$ cat config.mk
export PLATFORM = sky130hd
export DESIGN_NAME = dco_dither_ctrl
export DESIGN_NICKNAME = d
export VERILOG_FILES = /design/src/rtl/dco_dither_ctrl.sv
export SDC_FILE = /design/constraint.sdc
export NUM_CORES = 1
export LEC_CHECK = 0
export ABC_AREA = 0
export ABC_CLOCK_PERIOD_IN_PS = 6800
export CAP_MARGIN = 20
export CORE_MARGIN = 3
export CORE_UTILIZATION = 35
export CTS_BUF_LIST = sky130_fd_sc_hd__clkbuf_4 sky130_fd_sc_hd__clkbuf_8 sky130_fd_sc_hd__clkbuf_16
export DETAILED_ROUTE_END_ITERATION = 7
export GPL_TIMING_DRIVEN = 0
export PLACE_DENSITY_LB_ADDON = 0.15
export SLEW_MARGIN = 15
export SYNTH_ARGS = -nofsm -noshare
export SYNTH_HDL_FRONTEND = slang
export SYNTH_SLANG_ARGS = --single-unit
$ cat constraint.sdc
create_clock -name clk -period 6.8 [get_ports clk]
set_clock_uncertainty 0.2 [all_clocks]
set_input_delay 0.68 -clock clk [delete_from_list [all_inputs] [get_ports clk]]
set_output_delay 0.68 -clock clk [all_outputs]
set_load 0.01 [all_outputs]
$ cat src/rtl/dco_dither_ctrl.sv
// DCO dither controller: applies a +/-1 LSB dither on top of the loop-filter
// tuning code, schedules code updates around dither runs, saturates the
// offset at the code range limits and flags dropped dither requests.
module dco_dither_ctrl #(
  parameter int CODE_W     = 8,
  parameter int DITHER_LEN = 1,
  parameter int GUARD      = 0
) (
  input  logic              clk,
  input  logic              reset_n,
  input  logic [CODE_W-1:0] code_int,
  input  logic              code_valid,
  input  logic              qe,
  input  logic              sign,
  input  logic              dither_en,
  output logic [CODE_W-1:0] dco_code,
  output logic              dco_update,
  output logic              sat_hit,
  output logic              ovf
);

  typedef enum logic [1:0] {ST_IDLE, ST_DITHER, ST_GUARD} state_t;

  localparam logic [3:0] LP_LEN_M1   = 4'(DITHER_LEN - 1);
  localparam logic [3:0] LP_GUARD_M1 = (GUARD > 0) ? 4'(GUARD - 1) : 4'd0;

  state_t              r_state;
  logic [3:0]          r_cnt;
  logic                r_sign;
  logic                r_pend;
  logic                r_pend_sign;
  logic                r_ovf;
  logic [CODE_W-1:0]   r_base;
  logic [CODE_W-1:0]   r_base_next;
  logic [CODE_W-1:0]   r_dco_code;
  logic                r_dco_update;
  logic                r_sat_hit;

  logic                w_req;
  logic                w_pend;
  logic                w_queue;
  logic                w_run_end;
  logic                w_start;
  logic                w_start_sign;
  state_t              w_state_n;
  logic [3:0]          w_cnt_n;
  logic                w_sign_n;
  logic                w_pend_n;
  logic                w_pend_sign_n;
  logic                w_ovf_n;
  logic [CODE_W-1:0]   w_base_load;
  logic [CODE_W-1:0]   w_base_n;
  logic [CODE_W:0]     w_sum;
  logic [CODE_W-1:0]   w_clamped;
  logic [CODE_W-1:0]   w_out_n;

  // Requests only count while enabled; dropping the enable discards any queued request.
  assign w_req  = qe & dither_en;
  assign w_pend = r_pend & dither_en;

  // Sequencing: run length/guard countdown, single-entry request queue, drop accounting.
  always_comb begin
    w_state_n     = r_state;
    w_cnt_n       = r_cnt;
    w_sign_n      = r_sign;
    w_pend_n      = w_pend;
    w_pend_sign_n = r_pend_sign;
    w_ovf_n       = r_ovf;
    w_queue       = 1'b0;
    w_run_end     = 1'b0;
    w_start       = 1'b0;
    w_start_sign  = 1'b0;

    case (r_state)
      ST_DITHER: begin
        if (r_cnt != 4'd0) begin
          w_cnt_n = r_cnt - 4'd1;
          w_queue = 1'b1;
        end else if (GUARD != 0) begin
          w_state_n = ST_GUARD;
          w_cnt_n   = LP_GUARD_M1;
          w_queue   = 1'b1;
        end else begin
          w_run_end = 1'b1;
        end
      end
      ST_GUARD: begin
        if (r_cnt != 4'd0) begin
          w_cnt_n = r_cnt - 4'd1;
          w_queue = 1'b1;
        end else begin
          w_run_end = 1'b1;
        end
      end
      default: w_run_end = 1'b1;
    endcase

    // Busy: park the request if the slot is free, otherwise it is lost.
    if (w_queue && w_req) begin
      if (w_pend) begin
        w_ovf_n = 1'b1;
      end else begin
        w_pend_n      = 1'b1;
        w_pend_sign_n = sign;
      end
    end

    // Free to start: the queued request has priority; a request on the same
    // edge then takes the freed slot.
    if (w_run_end) begin
      w_state_n = ST_IDLE;
      if (w_pend) begin
        w_start       = 1'b1;
        w_start_sign  = r_pend_sign;
        w_pend_n      = w_req;
        w_pend_sign_n = sign;
      end else if (w_req) begin
        w_start      = 1'b1;
        w_start_sign = sign;
      end
    end

    if (w_start) begin
      w_state_n = ST_DITHER;
      w_cnt_n   = LP_LEN_M1;
      w_sign_n  = w_start_sign;
    end
  end

  // Base is frozen only while a dither run continues across the edge; on any
  // other edge (including the exit edge) the freshest code is used directly.
  assign w_base_load = code_valid ? code_int : r_base_next;
  assign w_base_n    = (r_state == ST_DITHER && w_state_n == ST_DITHER) ? r_base : w_base_load;

  // Offset at one extra bit: the carry/borrow bit marks a clipped result.
  assign w_sum     = w_sign_n ? ({1'b0, w_base_n} - 1'b1) : ({1'b0, w_base_n} + 1'b1);
  assign w_clamped = w_sum[CODE_W] ? (w_sign_n ? '0 : '1) : w_sum[CODE_W-1:0];
  assign w_out_n   = (w_state_n == ST_DITHER) ? w_clamped : w_base_n;

  // State, code and flag registers; all outputs come straight from here.
  always_ff @(posedge clk) begin
    if (!reset_n) begin
      r_state      <= ST_IDLE;
      r_cnt        <= 4'd0;
      r_sign       <= 1'b0;
      r_pend       <= 1'b0;
      r_pend_sign  <= 1'b0;
      r_ovf        <= 1'b0;
      r_base       <= '0;
      r_base_next  <= '0;
      r_dco_code   <= '0;
      r_dco_update <= 1'b0;
      r_sat_hit    <= 1'b0;
    end else begin
      r_state      <= w_state_n;
      r_cnt        <= w_cnt_n;
      r_sign       <= w_sign_n;
      r_pend       <= w_pend_n;
      r_pend_sign  <= w_pend_sign_n;
      r_ovf        <= w_ovf_n;
      r_base       <= w_base_n;
      r_base_next  <= w_base_load;
      r_dco_code   <= w_out_n;
      r_dco_update <= (w_out_n != r_dco_code);
      r_sat_hit    <= w_start & w_sum[CODE_W];
    end
  end

  assign dco_code   = r_dco_code;
  assign dco_update = r_dco_update;
  assign sat_hit    = r_sat_hit;
  assign ovf        = r_ovf;

endmodule

==> After elaboration in Yosys (flattened, before gate mapping) <==
Index checks and enable logic that the tools add are counted.
{ "word_totals": {"register_bits": 36, "in_bits": 14, "out_inout_bits": 11, "wordCells": 55} }
{ "op_classes": {"n_addsub": 3, "n_eq_ne": 4, "mux": 26, "bitwise": 4, "reduce_logical": 7} }
{ "ops": {"columns": ["op", "count"], "rows": [
  ["2-to-1 mux 8 bit", 5],
  ["2-to-1 mux 1 bit", 18],
  ["adder 8 x 1 -> 9 bit (second input constant)", 1],
  ["2-to-1 mux 9 bit", 1],
  ["subtractor 8 x 1 -> 9 bit (second input constant)", 1],
  ["inequality test 8 bit", 1],
  ["equality test 2 x 1 -> 1 bit (second input constant)", 2],
  ["2-to-1 mux 2 bit", 2],
  ["AND reduction 2 bit", 2],
  ["nonzero test 4 bit", 1],
  ["OR reduction 2 bit", 2],
  ["subtractor 4 x 1 -> 4 bit (second input constant)", 1],
  ["bitwise AND 1 bit", 3],
  ["equality test 2 bit (second input constant)", 1],
  ["logical AND 1 bit", 2],
  ["NOT 1 bit", 1]
]} }

==> Depth between registers and ports, before layout <==
{ "logic_depth": {"ltp_word": 13, "ltp_mapped": 20, "ltp_nobuf": 18} }

==> Least setup slack after synthesis <==
No wires, ideal clock.
{ "synth_timing": {"path_kind": "register to register", "startpoint": "register r_cnt[0]", "endpoint": "register r_dco_update (netlist: dco_update)", "setup_ns": 0.125, "t_arrival_ns": 4.446, "required_time_ns": 6.475, "setup_slack_ns": 2.029, "stages_incl_launch_ff": 20, "path_buffers": 2, "synth_period_minus_slack_ns": 4.771, "path_cell_list": "dfxtp_1 inv_1 ha_1 or3b_4 and3_4 or2_1 buf_6 nand2_1 clkbuf_1 mux2_2 fa_1 a21o_1 a221oi_1 o21bai_1 o31ai_4 o22a_4 xnor2_1 a2111oi_2 nand4_1 o41a_1"} }
{ "synth_via": {"elab_chain_len": 13, "word_cells_on_any_way": 18, "classes_between": "add/sub: 2; eq/ne: 2; mux: 12; reduce/logical: 2"} }
{ "synth_rtl": {"columns": ["element", "line_no", "rtl"], "rows": [
  ["start: declaration", "28", "logic [3:0] r_cnt;"],
  ["start signal: assignment", "156", "r_cnt <= w_cnt_n;"],
  ["nonzero test 4 bit *", "76, 88", null],
  ["2-to-1 mux 1 bit *", "88", "if (r_cnt != 4'd0) begin"],
  ["2-to-1 mux 1 bit *", null, null],
  ["2-to-1 mux 2 bit / 2-to-1 mux 1 bit (equally long branches)", "110", "if (w_run_end) begin"],
  ["2-to-1 mux 2 bit *", "123", "if (w_start) begin"],
  ["equality test 2 x 1 -> 1 bit *", "133", "assign w_base_n = (r_state == ST_DITHER && w_state_n == ST_DITHER) ? r_base : w_base_load;"],
  ["logical AND 1 bit *", "133", null],
  ["2-to-1 mux 8 bit *", "133", null],
  ["named net w_base_n[1]", "52", "logic [CODE_W-1:0] w_base_n;"],
  ["adder 8 x 1 -> 9 bit / subtractor 8 x 1 -> 9 bit (equally long branches)", "136", "assign w_sum = w_sign_n ? ({1'b0, w_base_n} - 1'b1) : ({1'b0, w_base_n} + 1'b1);"],
  ["2-to-1 mux 9 bit", "136", null],
  ["2-to-1 mux 8 bit", "137", "assign w_clamped = w_sum[CODE_W] ? (w_sign_n ? '0 : '1) : w_sum[CODE_W-1:0];"],
  ["2-to-1 mux 8 bit *", "138", "assign w_out_n = (w_state_n == ST_DITHER) ? w_clamped : w_base_n;"],
  ["inequality test 8 bit *", "164", "r_dco_update <= (w_out_n != r_dco_code);"],
  ["end signal: assignment", "164", null],
  ["end: declaration", "36", "logic r_dco_update;"]
]} }
The timed path passes the listed nets; every way through them passes the cells marked *.
A chain may end at the register's enable or synchronous reset.

==> Final worst setup path <==
{ "layout_timing": {"startpoint": "input port qe", "endpoint": "register r_dco_update (netlist: dco_update)"} }
{ "layout_via": {"elab_chain_len": 13, "word_cells_on_any_way": 19, "classes_between": "add/sub: 2; eq/ne: 2; mux: 13; bitwise: 1; reduce/logical: 1"} }
{ "layout_rtl": {"columns": ["element", "line_no", "rtl"], "rows": [
  ["start: declaration", "13", "input logic qe,"],
  ["bitwise AND 1 bit *", "58", "assign w_req = qe & dither_en;"],
  ["2-to-1 mux 1 bit *", "117", "end else if (w_req) begin"],
  ["2-to-1 mux 1 bit *", "112", "if (w_pend) begin"],
  ["2-to-1 mux 1 bit *", "110", null],
  ["2-to-1 mux 2 bit *", "123", null],
  ["equality test 2 x 1 -> 1 bit *", "133", null],
  ["logical AND 1 bit *", "133", null],
  ["2-to-1 mux 8 bit *", "133", null],
  ["named net w_base_n[1]", "52", null],
  ["adder 8 x 1 -> 9 bit / subtractor 8 x 1 -> 9 bit (equally long branches)", "136", null],
  ["2-to-1 mux 9 bit", "136", null],
  ["2-to-1 mux 8 bit", "137", null],
  ["2-to-1 mux 8 bit *", "138", null],
  ["inequality test 8 bit *", "164", null]
]} }
Marks and branches as above.

==> flow_summary.ini <==
[setup_path]
r2r_start = r_cnt[0]$_SDFFE_PP0P_
cp_num_cells = 18
crit_type = in -> reg
path_cells = clkdlybuf4s50_1, o21ai_0, a21oi_1, or2_1, buf_6, nand2_1, clkbuf_1, mux2_2, fa_1, a21o_1, a221oi_1, o21bai_1, o31ai_4, o22a_4, xnor2_1, a2111oi_2, nand4_1, o41a_1
reg2reg_to = dco_update$_SDFF_PN0_
reg2reg_slack_ns = 1.48
worstSetupStartpointType = input port
slowest_stage = clkdlybuf4s50_1
cp_num_buf_inv = 3
reg2regPathDepth = 19
cp-startpoint = qe
critPathCapture = dco_update$_SDFF_PN0_
crit_arrival_ns = 5.43
critPathCaptureType = flop
cp_slowest_stage_delay_ns = 0.54
critPathRequiredTime_ns = 6.78
path_max_fanout = 10
cp_top_family = compound AO/OA/AOI/OAI gates

[pwr]
pwr_density_cell_nw_per_um2 = 215.0
p_leak_nw = 0.9757
ir_drop_mv = 0.1081

[worst_hold_path]
hp-class = reg -> reg
worstHoldStart = ovf$_SDFFE_PN0P_

[die]
coreArea_um2 = 5574
io_pins = 25
die_w_um = 82.29
row_count = 27
initial_utilization = 0.3654
die_area_um2 = 6772
fp.dieH_um = 82.29

[timing]
slew_headroom = 0.5298
finalSetupViolCount = 0
period_minus_slack_ns = 5.458
post-route-period-util = 0.8026
setup_tns_ns = 0
worst_hold_slack_ns = 0.2781
fmax_mhz = 183.2
worst_pin_slew_ns = 0.7028
rsz0062_at_grt = false
final_hold_viol_count = 0
slew_viol_final = 0

[detailed_routing]
dr.pass1.iters = 4
first_iter_violations = 72
drc = 0
post_drt_wl_per_cell_um = 14.20
via_count = 1675
drt-total-wl_um = 4701
vias_per_cell = 5.060
postRouteAntennaNets = 0

[synthesis]
synth.most_common_cell = dfxtp_1
synth_edf_count = 0
seq_area_frac_synth = 0.3538
syn_nets = 252
synth_cells = 228
synth_top_area_cell = dfxtp_1
async_flop_share = 0
synthFlopType = dfxtp_1
yosys_warnings = 0
synth_area_per_cell_um2 = 8.934
synth_common_cells = dfxtp_1, nor2_1, a21oi_1, and2_1
synth_area_leaders = dfxtp_1, nor2_1, ha_1
syn-cell-area_um2 = 2037
yosysUniqueCellTypes = 51
synth-seq-cells = 36
synth_top_area_frac = 0.3538

[clocking]
clk_pin_slew_ns = 0.08
tritoncts = done
post-cts-setup-buffers = 0
cts_buffer_depth = 2
cts_root_buf = clkbuf_8
cts_sinks = 36
clock_latency_ns = 0.29
cts_made_buffers = 5
cts.repair.resized = 0
htreeDepth = 2
hold_buffers = 0

[finish]
nNetsFinal = 282
antenna_cells = 0
fillers = 549
area_growth_pct = 20.27
drive_above_1_share = 0.1081

[grt]
grt_pass1_vias = 1544
grt_max_degree = 12
grtUsageTotal = 0.1487
grt_pass1_wl_um = 7610
grt_antenna_before_repair = 0
overflow = 0

[flow_run]
cap_violations = 0

[placed_design]
portBuffers = 23
dpl.hpwl_um = 3540
routabilityCongestion = 0.8276

[run_status]
status = finished clean
[through the flow]
step                      setup WS, ns  total power [mW]    util  instance area (um2)  cells
final                            1.342            0.5268  0.4395                 2450    331
after global routing             1.019            0.5557  0.4395                 2450    331
after CTS                        1.295            0.5333  0.4395                 2450    331
after detailed placement         1.013            0.3716  0.4229                 2357    323
after global placement          0.9816            0.3714  0.4229                 2357    323
after floorplan                  2.029            0.3303       -                 2037    228
[worst min-delay path: stages (launching register included)]
cell and delay [ns]:
dfxtp_1 0.33, a41oi_1 0.05, nor2_1 0.07
[per-layer routing]
layer  track usage  share of wire  vias up
met3       0.03905          0.058        5
li1              -              -      872
met4       0.04485          0.011        0
met2        0.2155           0.41       38
met5             0              0        -
met1        0.2133           0.52      760
[report_power, final]
group          internal [mW]  switching [mW]
sequential             0.222         0.00491
clock                 0.0809          0.0793
combinational         0.0660          0.0733
total                  0.369           0.158
[layout by cell type (no fill, tap or decap), types with 2 or more instances in the layout]
master           instances
clkdlybuf4s50_1         23
xnor2_1                 10
nor3_1                   6
o22a_2                   2
a221oi_1                 2
a21oi_1                 14
o21ai_0                  7
nand3_1                  2
nor2_1                  31
nand4_1                  2
clkinv_2                 2
xor2_1                   5
clkbuf_8                 6
ha_1                     9
o211ai_1                 3
nand2_1                 10
o31ai_1                  2
nand2b_1                 3
dfxtp_1                 36
mux2_2                   6
a21o_1                   3
clkbuf_1                 4
a31oi_1                  5
inv_1                    7
and2_1                  14
nor2b_1                  3
or2_2                    2
mux2i_1                 10
a41oi_1                  2
and3_1                   4
[worst min-delay path by stage]
stage / endpoint / cells after the start
after CTS: r_state[1]$_SDFF_PN0_ / 2
after global placement: ovf$_SDFFE_PN0P_ / 2
after floorplan: r_state[1]$_SDFF_PN0_ / 2
after detailed placement: r_state[1]$_SDFF_PN0_ / 2
after global routing: r_state[1]$_SDFF_PN0_ / 2
final: ovf$_SDFFE_PN0P_ / 2
[flip-flops by register name, summed over array words and instances, names as in the netlist, 2 cells and up]
name / cells
r_base_next: 8
r_state: 2
r_cnt: 4
r_base: 8
dco_code: 8
[cells by family (layout without fill, tap and decap cells)]
kind of cell / Yosys count / count (layout) / share of synthesized area
XOR/XNOR: 15 / 15 / 0.06449
multiplexers: 16 / 16 / 0.08231
buffers and inverters: 14 / 45 / 0.03009
AO/OA/AOI/OAI: 52 / 52 / 0.1880
flip-flops: 36 / 36 / 0.3538
AND/OR/NAND/NOR: 85 / 85 / 0.2162
adder cells (fa/ha/maj): 10 / 10 / 0.06511
[cell type report]
type,count,area (um2),area share
Multi-Input combinational cell,178,1255,0.5123
Tap cell,72,90.09,0.03677
Sequential cell,36,720.7,0.2942
Inverter,8,30.03,0.01226
Buffer,6,31.28,0.01277
Timing Repair Buffer,23,230.2,0.09397
Clock inverter,2,10.01,0.004086
Clock buffer,6,82.58,0.03371
Note: power is estimated with default switching activity, not from simulation.
